### src/rtl/ddr_packet_reader_if.sv
// Bus bundle for the DDR packet reader: the read request/response port
// toward the DDR bridge and the 32-bit beat stream toward the SFP TX path.
interface ddr_packet_reader_if;
    // DDR bridge read port
    logic         rd_rq;
    logic [24:0]  rd_adr;
    logic         rd_valid;
    logic [255:0] rd_data;

    // Outgoing beat stream
    logic [31:0]  tx_data;
    logic         tx_valid;
    logic         tx_ready;
    logic         tx_sop;
    logic         tx_eop;
    logic [1:0]   tx_empty;

    // Reader side
    modport master (
        output rd_rq,
        output rd_adr,
        input  rd_valid,
        input  rd_data,
        output tx_data,
        output tx_valid,
        input  tx_ready,
        output tx_sop,
        output tx_eop,
        output tx_empty
    );

    // Bridge / sink side
    modport slave (
        input  rd_rq,
        input  rd_adr,
        output rd_valid,
        output rd_data,
        input  tx_data,
        input  tx_valid,
        output tx_ready,
        input  tx_sop,
        input  tx_eop,
        input  tx_empty
    );
endinterface

### src/rtl/ddr_packet_reader.sv
// Replays one stored packet from DDR per start pulse: reads a header word
// holding the byte length, then fetches 256-bit data words one at a time and
// streams them out as 32-bit beats, lane 0 first.
module ddr_packet_reader #(
    parameter logic [24:0] HDR_ADDR = 25'd1,
    parameter int unsigned MAX_LEN  = 1024,
    parameter int unsigned TIMEOUT  = 4096
) (
    input  logic                 clk,
    input  logic                 reset,
    input  logic                 setup_done,
    input  logic                 start,
    ddr_packet_reader_if.master  bus,
    output logic                 busy,
    output logic                 done,
    output logic                 err
);

    localparam int unsigned TO_W = $clog2(TIMEOUT + 1);

    typedef enum logic [2:0] {
        StIdle,
        StRdHdr,
        StWaitHdr,
        StRdData,
        StWaitData,
        StStream,
        StDone
    } state_e;

    state_e          state_q, state_d;
    logic [1:0]      len_lo_q, len_lo_d;
    logic [13:0]     beats_q, beats_d;
    logic [13:0]     beat_cnt_q, beat_cnt_d;
    logic [2:0]      lane_q, lane_d;
    logic [24:0]     word_adr_q, word_adr_d;
    logic [255:0]    line_q, line_d;
    logic [TO_W-1:0] to_cnt_q, to_cnt_d;
    logic            err_q, err_d;

    logic [15:0]     hdr_len;
    logic            hdr_bad;
    logic            to_hit;
    logic            last_beat;

    assign hdr_len   = bus.rd_data[15:0];
    assign hdr_bad   = (hdr_len == 16'd0) || (32'(hdr_len) > MAX_LEN);
    // Last waiting cycle; rd_valid arriving in it still takes priority.
    assign to_hit    = (to_cnt_q == TO_W'(TIMEOUT - 1));
    assign last_beat = (beat_cnt_q == beats_q - 14'd1);

    // State and datapath registers with synchronous reset
    always_ff @(posedge clk) begin
        if (reset) begin
            state_q    <= StIdle;
            len_lo_q   <= '0;
            beats_q    <= '0;
            beat_cnt_q <= '0;
            lane_q     <= '0;
            word_adr_q <= '0;
            line_q     <= '0;
            to_cnt_q   <= '0;
            err_q      <= 1'b0;
        end else begin
            state_q    <= state_d;
            len_lo_q   <= len_lo_d;
            beats_q    <= beats_d;
            beat_cnt_q <= beat_cnt_d;
            lane_q     <= lane_d;
            word_adr_q <= word_adr_d;
            line_q     <= line_d;
            to_cnt_q   <= to_cnt_d;
            err_q      <= err_d;
        end
    end

    // Next-state logic for the fetch/stream sequence
    always_comb begin
        state_d    = state_q;
        len_lo_d   = len_lo_q;
        beats_d    = beats_q;
        beat_cnt_d = beat_cnt_q;
        lane_d     = lane_q;
        word_adr_d = word_adr_q;
        line_d     = line_q;
        to_cnt_d   = to_cnt_q;
        err_d      = 1'b0;

        unique case (state_q)
            StIdle: begin
                if (start && setup_done) begin
                    beat_cnt_d = '0;
                    lane_d     = '0;
                    state_d    = StRdHdr;
                end
            end
            StRdHdr: begin
                to_cnt_d = '0;
                state_d  = StWaitHdr;
            end
            StWaitHdr: begin
                if (bus.rd_valid) begin
                    len_lo_d = hdr_len[1:0];
                    if (hdr_bad) begin
                        err_d   = 1'b1;
                        state_d = StIdle;
                    end else begin
                        beats_d    = 14'((32'(hdr_len) + 32'd3) >> 2);
                        word_adr_d = HDR_ADDR + 25'd1;
                        state_d    = StRdData;
                    end
                end else if (to_hit) begin
                    err_d   = 1'b1;
                    state_d = StIdle;
                end else begin
                    to_cnt_d = to_cnt_q + 1'b1;
                end
            end
            StRdData: begin
                to_cnt_d = '0;
                state_d  = StWaitData;
            end
            StWaitData: begin
                if (bus.rd_valid) begin
                    line_d  = bus.rd_data;
                    lane_d  = '0;
                    state_d = StStream;
                end else if (to_hit) begin
                    err_d   = 1'b1;
                    state_d = StIdle;
                end else begin
                    to_cnt_d = to_cnt_q + 1'b1;
                end
            end
            StStream: begin
                if (bus.tx_ready) begin
                    beat_cnt_d = beat_cnt_q + 14'd1;
                    lane_d     = lane_q + 3'd1;
                    if (last_beat) begin
                        state_d = StDone;
                    end else if (lane_q == 3'd7) begin
                        word_adr_d = word_adr_q + 25'd1;
                        state_d    = StRdData;
                    end
                end
            end
            StDone: begin
                state_d = StIdle;
            end
            default: begin
                state_d = StIdle;
            end
        endcase
    end

    // Moore outputs decoded from state and counters
    always_comb begin
        bus.rd_rq    = 1'b0;
        bus.rd_adr   = '0;
        bus.tx_valid = 1'b0;
        bus.tx_data  = '0;
        bus.tx_sop   = 1'b0;
        bus.tx_eop   = 1'b0;
        bus.tx_empty = '0;

        if (state_q == StRdHdr) begin
            bus.rd_rq  = 1'b1;
            bus.rd_adr = HDR_ADDR;
        end
        if (state_q == StRdData) begin
            bus.rd_rq  = 1'b1;
            bus.rd_adr = word_adr_q;
        end
        if (state_q == StStream) begin
            bus.tx_valid = 1'b1;
            bus.tx_data  = line_q[{lane_q, 5'd0} +: 32];
            bus.tx_sop   = (beat_cnt_q == 14'd0);
            bus.tx_eop   = last_beat;
            // (4 - len%4) % 4 is the two's complement of the low length bits
            bus.tx_empty = last_beat ? (2'd0 - len_lo_q) : 2'd0;
        end
    end

    assign busy = (state_q != StIdle);
    assign done = (state_q == StDone);
    assign err  = err_q;

endmodule
### src/flat_wrapper.sv
// flat-port wrapper written by rule: the top's interface ports become plain ports
module ddr_packet_reader_flat 
#(
    parameter logic [24:0] HDR_ADDR = 25'd1,
    parameter int unsigned MAX_LEN  = 1024,
    parameter int unsigned TIMEOUT  = 4096
)
  (clk, reset, setup_done, start, busy, done, err, bus_rd_rq, bus_rd_adr, bus_rd_valid, bus_rd_data, bus_tx_data, bus_tx_valid, bus_tx_ready, bus_tx_sop, bus_tx_eop, bus_tx_empty);
  ddr_packet_reader_if bus_i ();
  input  logic clk;
  input  logic reset;
  input  logic setup_done;
  input  logic start;
  output logic busy;
  output logic done;
  output logic err;
  output wire logic [$bits(bus_i.rd_rq)-1:0] bus_rd_rq;
  output wire logic [$bits(bus_i.rd_adr)-1:0] bus_rd_adr;
  input wire logic [$bits(bus_i.rd_valid)-1:0] bus_rd_valid;
  input wire logic [$bits(bus_i.rd_data)-1:0] bus_rd_data;
  output wire logic [$bits(bus_i.tx_data)-1:0] bus_tx_data;
  output wire logic [$bits(bus_i.tx_valid)-1:0] bus_tx_valid;
  input wire logic [$bits(bus_i.tx_ready)-1:0] bus_tx_ready;
  output wire logic [$bits(bus_i.tx_sop)-1:0] bus_tx_sop;
  output wire logic [$bits(bus_i.tx_eop)-1:0] bus_tx_eop;
  output wire logic [$bits(bus_i.tx_empty)-1:0] bus_tx_empty;
  assign bus_rd_rq = bus_i.rd_rq;
  assign bus_rd_adr = bus_i.rd_adr;
  assign bus_i.rd_valid = bus_rd_valid;
  assign bus_i.rd_data = bus_rd_data;
  assign bus_tx_data = bus_i.tx_data;
  assign bus_tx_valid = bus_i.tx_valid;
  assign bus_i.tx_ready = bus_tx_ready;
  assign bus_tx_sop = bus_i.tx_sop;
  assign bus_tx_eop = bus_i.tx_eop;
  assign bus_tx_empty = bus_i.tx_empty;
  ddr_packet_reader #(.HDR_ADDR(HDR_ADDR), .MAX_LEN(MAX_LEN), .TIMEOUT(TIMEOUT)) u_core (.clk(clk), .reset(reset), .setup_done(setup_done), .start(start), .bus(bus_i), .busy(busy), .done(done), .err(err));
endmodule
### config.mk
export PLATFORM = sky130hd
export DESIGN_NAME = ddr_packet_reader_flat
export DESIGN_NICKNAME = d
export VERILOG_FILES = /design/src/rtl/ddr_packet_reader_if.sv /design/src/rtl/ddr_packet_reader.sv /design/src/flat_wrapper.sv
export SDC_FILE = /design/constraint.sdc
export NUM_CORES = 1
export LEC_CHECK = 0
export ABC_CLOCK_PERIOD_IN_PS = 5450
export BUFFER_PORTS_ARGS = -buffer_cell sky130_fd_sc_hd__buf_2
export CORE_MARGIN = 5
export CORE_UTILIZATION = 49
export DETAILED_ROUTE_END_ITERATION = 8
export PLACE_DENSITY = 0.73
export SLEW_MARGIN = 10
export SYNTH_ARGS = -nofsm -noshare
export SYNTH_HDL_FRONTEND = slang
export SYNTH_SLANG_ARGS = --single-unit
export TNS_END_PERCENT = 20
### constraint.sdc
create_clock -name clk -period 5.45 [get_ports clk]
set_clock_uncertainty 0.05 [all_clocks]
set_input_delay 0.545 -clock clk [delete_from_list [all_inputs] [get_ports clk]]
set_output_delay 0.545 -clock clk [all_outputs]
set_load 0.01 [all_outputs]
==> results of run 1 <==
## worst register-to-register path: stages, from the launching register on
cell and delay, ns:
dfxtp_1 0.57, nand3_2 0.79, inv_1 0.60, nand3_1 0.18
nand2_1 0.15, o31ai_4 0.09, buf_4 0.28, or4_1 0.55
a21oi_1 0.16
## cells in the final DEF (no fill, tap or decap), drive strengths merged, types with 2 or more instances in the layout
cell    Yosys  routed
bufinv      0       2
and2       31      31
nor4b       3       3
or3        17      17
and3        7       7
or2         4       4
mux2i      39      39
buf        16     337
nand3      21      21
nor4       11      11
and4        3       3
o21ai      21      21
mux4       64      64
a21oi     306     306
clkbuf    121      50
nor3       15      15
a221oi      2       2
inv        12      13
nor2       91      91
nand2b      4       4
diode       0       6
o31ai      16      16
xor2       24      24
nand4      18      18
nand2     558     558
dfxtp     331     331
or4        18      18
xnor2      19      19
a31oi       7       7
ha          7       7
clkinv      1      10
a211oi      6       6
nor2b       2       2
o21a        2       2
## synth_stat cells (17+ instances only)
| master | n |
|---|---|
| mux2i_1 | 39 |
| or3_1 | 17 |
| nand4_1 | 17 |
| nor2_1 | 91 |
| o21ai_0 | 21 |
| xor2_1 | 24 |
| or4_1 | 18 |
| nand2_1 | 558 |
| a21oi_1 | 306 |
| xnor2_1 | 19 |
| and2_1 | 31 |
| clkbuf_1 | 121 |
| dfxtp_1 | 331 |
| nand3_1 | 21 |
| mux4_2 | 64 |
## per-layer routing
metal | vias up | part of all wire, %
li1 | 6661 | -
met1 | 6397 | 43
met2 | 538 | 46
met3 | 89 | 8.5
met4 | 10 | 3.0
met5 | - | 0.14
## kinds of logic after synthesis
kind of cell    count (synthesis)
compound gates                366
xor+xnor                       43
fa+ha+maj                       7
buf+inv                       150
flops                         331
mux                           103
simple gates                  807
## final cells by class
cell class	count	share of cell area, %
Timing Repair Buffer	338	9.86
Tap cell	390	2.74
Antenna cell	6	0.0845
Sequential cell	331	37.3
Inverter	13	0.274
Clock inverter	12	0.704
Clock buffer	49	5.68
Multi-Input combinational cell	1326	43.3
## sequential cells by signal, indices dropped and copies added, names as in the netlist
signal,count
u_core.beat_cnt_q,14
u_core.beats_q,14
u_core.err,1
u_core.lane_q,3
u_core.len_lo_q,2
u_core.line_q,256
u_core.state_q,3
u_core.to_cnt_q,13
u_core.word_adr_q,25
## power groups by stage
stage          Combinational (mW)  Sequential [mW]  Clock [mW]
3_5_place_dp                 1.15             2.87           0
3_3_place_gp                 1.12             2.85           0
2_1_floorplan               0.842             2.80           0
4_1_cts                      1.16             2.82        2.40
6_report                     1.16             2.82        2.36
5_1_grt                      1.29             2.85        2.51
## per-stage QoR
stage | setup WS [ns] | instances | util, %
after CTS | 1.68 | 2459 | 59.6
after global routing | 1.51 | 2464 | 59.7
after global placement | 1.89 | 2398 | 55.8
final | 1.68 | 2465 | 59.7
after floorplan | 2.65 | 1807 | -
after detailed placement | 1.76 | 2398 | 55.8
## final timing paths
kind              slack (ns)                            start                                 end
setup / recovery        1.68   u_core.state_q[2]$_SDFFE_PP0P_                          bus_tx_sop
hold reg to reg         0.40  u_core.line_q[237]$_SDFFE_PP0P_     u_core.line_q[237]$_SDFFE_PP0P_
setup reg to reg        1.92   u_core.state_q[2]$_SDFFE_PP0P_  u_core.word_adr_q[23]$_SDFFE_PP0P_
hold / removal          0.22                  bus_rd_data[29]      u_core.line_q[29]$_SDFFE_PP0P_
==> impl_metrics.toml, run 1 <==
[routing]
firstDrtPassIters = 7
num_vias = 13695
vias_per_cell = 5.56
wire_per_inst_um = 17.4
wl_um = 42900
ant_nets = 0
drt-initial-drc-count = 1079
drc = 0

[min_path]
worstHoldPathCells = 3
hold_path_class = "in -> reg"

[floorplan]
start_util_pct = 50.0
rows = 63
io_pins = 328
die_x_um = 184
die_area_um2 = 34000
chipHeight_um = 184
core_um2 = 29800

[logic_synthesis]
synth-edff-count = 0
avgSynthCellArea_um2 = 8.24
yosys.area_share.simple_pct = 23.1
syn_nets = 2076
synth_top_cells_by_area = "dfxtp_1 (44%), nand2_1 (14%), a21oi_1 (10%), mux4_2 (9.7%), clkbuf_1 (3.0%)"
synth_compound_area_share_pct = 13.0
ys_ff_latch = 331
syn_inst = 1807
synth_xor_area_share_pct = 2.53
yosys_warnings = 0
synth_area_um2 = 14900
yosys-mux-area-fraction_pct = 12.3
synthAdderAreaFrac_pct = 0.588
async_flop_share_pct = 0
yosys.area.top_type_share_pct = 44.5
netlist.top_cell.by_area = "dfxtp_1"
synth_ff_type = "dfxtp_1"
ys_types = 48
seq_area_frac_synth_pct = 44.5
synth_top_family_by_area = "simple AND/OR/NAND/NOR gates"

[sta]
maxSlewViolCount = 0
setup_tns_ns = 0
setup_viol = 0
whs_ns = 0.215
hold_viol = 0
rsz0062_at_grt = "false"
max_slew_margin_pct = 21.0
fmax_mhz = 265
tightest_slew_ns = 1.19
period_needed_ns = 3.77
min_period_over_period_pct = 69.2

[placed_design]
port_buffers = 327
dp_hpwl_um = 29900
place_area_um2 = 16600
globalplace.congestion = 0.886

[power]
p_leak_nw = 6.54
p_int_mw = 4.49
switchingPower_mw = 1.85
comb_power_share_pct = 18.2
switching_share_pct = 29.2
ir_worst_vdd_uv = 215
seq_power_share_pct = 44.5
finalPower_mw = 6.33
pwr-share-clk_pct = 37.3
powerDensity_nw_per_um2 = 356

[clocking]
cts-hold-fix-buffers = 0
cts_setup_buffers = 0
cts_tree = "done"
htree_levels = 2
cts.sinks = 331
cts_buffers = 36
clkLatencyLatePin_ns = 0.51
cts_root_buf = "clkbuf_16"
postCtsResizedCells = 0
clock_path_buffers = 3
clk_pin_slew_ns = 0.06

[layout]
nFillCells = 2716
multi_input_area_um2 = 7700
postLayoutCellArea_um2 = 17800
fin_nets = 2315
seq_area_um2 = 6640
area_growth_syn_to_layout_pct = 19.4
layout-drive-gt1-share_pct = 22.8

[global_routing]
grt_usage_pct = 24.2
grt_pass1_wl_um = 66900
met1_usage_pct = 33.4
met3_usage_pct = 5.45
grt-busiest-layer = "met2"
gr-total-overflow = 0
grt_max_degree = 143
grt_pass1_vias = 13083
use_met2_pct = 37.9
antenna_found_initial = 11

[critical_path]
cp-start-kind = "flop"
critPathKind = "reg -> out"
critical_path_cell_count = 5
cp_num_buf_inv = 2
crit_family = "simple AND/OR/NAND/NOR gates"
crit_required_ns = 4.86
reg2reg_depth = 8
cp_slowest_cell = "nand3_2"
path_cells = "nand3_2 > inv_1 > nand4_1 > nor4b_1 > buf_2"
worst-path-max-fanout = 36
cp.arrival_ns = 3.17
end_kind = "output pin"
critPathMaxStageDelay_ns = 0.79

[run_status]
outcome = "finished, final reports clean"

[run]
maxCapViolations = 0
No activity file was read; power rests on OpenSTA's default activity.
==> run 2: changes to the inputs <==
- ABC_CLOCK_PERIOD_IN_PS: 5450 -> 3700
- clock period: 5.45 -> 3.7 ns (I/O delays scaled with it)
==> impl_metrics.toml, run 2 (synthesis gave the netlist of run 1 again) <==
[power]
comb_power_share_pct = 18.7
switchingPower_mw = 2.71
switching_share_pct = 28.9
ir_worst_vdd_uv = 352
seq_power_share_pct = 44.1
p_leak_nw = 6.60
p_int_mw = 6.66
finalPower_mw = 9.37
pwr-share-clk_pct = 37.2
powerDensity_nw_per_um2 = 523

[sta]
rsz0062_at_grt = "false"
period_needed_ns = 3.44
setup_tns_ns = 0
min_period_over_period_pct = 92.9
maxSlewViolCount = 0
layout_setup_ws_ns = 0.262
setup_viol = 0
hold_viol = 0
fmax_mhz = 291
max_slew_margin_pct = 36.9
tightest_slew_ns = 0.947

[routing]
wire_per_inst_um = 17.4
vias_per_cell = 5.53
wl_um = 43100
firstDrtPassIters = 5
drc = 0
drt-initial-drc-count = 1114
ant_nets = 0
num_vias = 13680

[critical_path]
cp-start-kind = "flop"
crit_required_ns = 3.28
cp.arrival_ns = 3.02
crit_family = "simple AND/OR/NAND/NOR gates"
worst-path-max-fanout = 8
path_cells = "nor4_4 > and3_1 > o21ai_0 > a221oi_1 > o2111ai_1 > nor3_1 > and2_1 > buf_2"
end_kind = "output pin"
cp_num_buf_inv = 1
cp_slowest_cell = "nor4_4"
critPathMaxStageDelay_ns = 0.44
critPathKind = "reg -> out"

[min_path]
hold_path_class = "in -> reg"

[placed_design]
dp_hpwl_um = 30200
dp_slack_ns = 0.620
port_buffers = 327
globalplace.congestion = 0.882

[clocking]
cts_tree = "done"
clock_path_buffers = 3
cts-hold-fix-buffers = 0
clk_pin_slew_ns = 0.06
htree_levels = 2
cts_root_buf = "clkbuf_16"
cts_setup_buffers = 0
cts_buffers = 36
cts.sinks = 331
clkLatencyLatePin_ns = 0.51

[layout]
mostFrequentLayoutCells = "nand2_1 (557), dfxtp_1 (328), buf_2 (326), a21oi_1 (306), nor2_1 (91)"
fin_nets = 2323
multi_input_area_um2 = 7710
seq_area_um2 = 6640
layout-drive-gt1-share_pct = 23.0
top_register = "u_core.line_q"
reg.largest.list = "u_core.line_q x256, u_core.word_adr_q x25"
nFillCells = 2713
area_growth_syn_to_layout_pct = 20.2
final_common_cell = "nand2_1"
largest_register_ffs = 256

[run]
maxCapViolations = 0

[floorplan]
start_util_pct = 50.0
rows = 63
die_area_um2 = 34000
die_x_um = 184
io_pins = 328
chipHeight_um = 184
core_um2 = 29800

[global_routing]
grt_pass1_vias = 12975
gr-total-overflow = 0
grt_max_degree = 153
grt_usage_pct = 24.4
grt_pass1_wl_um = 67300
antenna_found_initial = 10

[run_status]
outcome = "finished, final reports clean"
==> run 2: area by class of cell <==
class / count / area share [%]
Timing Repair Buffer: 346 / 10.4
Inverter: 13 / 0.273
Tap cell: 390 / 2.73
Clock inverter: 10 / 0.643
Clock buffer: 51 / 5.74
Antenna cell: 5 / 0.0699
Multi-Input combinational cell: 1326 / 43.1
Sequential cell: 331 / 37.1
==> run 2: final timing paths <==
path / start / endpoint / slack [ns] / cells past startpoint
max: u_core.beats_q[2]$_SDFFE_PP0P_ / bus_tx_empty[0] / 0.26 / 8
min: bus_rd_data[192] / u_core.line_q[192]$_SDFFE_PP0P_ / 0.04 / 3
max reg2reg: u_core.beats_q[2]$_SDFFE_PP0P_ / u_core.word_adr_q[20]$_SDFFE_PP0P_ / 0.59 / 9
min reg2reg: u_core.line_q[222]$_SDFFE_PP0P_ / u_core.line_q[222]$_SDFFE_PP0P_ / 0.40 / 2
==> run 2: power by group through the flow <==
| stage | clock, mW | combinational, mW | sequential, mW |
|---|---|---|---|
| after floorplan | 0 | 1.24 | 4.12 |
| after global placement | 0 | 1.71 | 4.18 |
| after detailed placement | 0 | 1.74 | 4.20 |
| after CTS | 3.55 | 1.75 | 4.13 |
| after global routing | 3.72 | 1.95 | 4.17 |
| final | 3.48 | 1.75 | 4.13 |
==> run 2: routing by layer <==
metal  vias to the layer above  track usage, %  part of all wire [%]
li1                       6661               -                     -
met1                      6435            33.5                    43
met2                       510            38.7                    46
met3                        66            6.14                   8.2
met4                         8            6.33                   2.1
met5                         -               0                  0.11
==> run 2: tightest hold or removal path: cells and delay by family <==
| family | cells | cell delay [ns] |
|---|---|---|
| buffers and inverters | 1 | 0.09 |
| AO/OA/AOI/OAI | 1 | 0.05 |
| AND/OR/NAND/NOR | 1 | 0.05 |
==> run 2: stage by stage <==
stage / area (um2) / cells / hold WS (ns) / util, %
floorplan: 14900 / 1807 / 0.383 / -
global placement: 16700 / 2406 / 0.390 / 56.2
detailed placement: 16700 / 2406 / 0.394 / 56.2
CTS: 17900 / 2467 / 0.0190 / 60.0
global route: 17900 / 2471 / 0.0206 / 60.1
finish: 17900 / 2472 / 0.0398 / 60.1
==> run 2: timing repair <==
item                       4_1_cts  5_1_grt
setup endpoints to repair        0        1
resized for setup                0        1
hold endpoints to repair         0        0
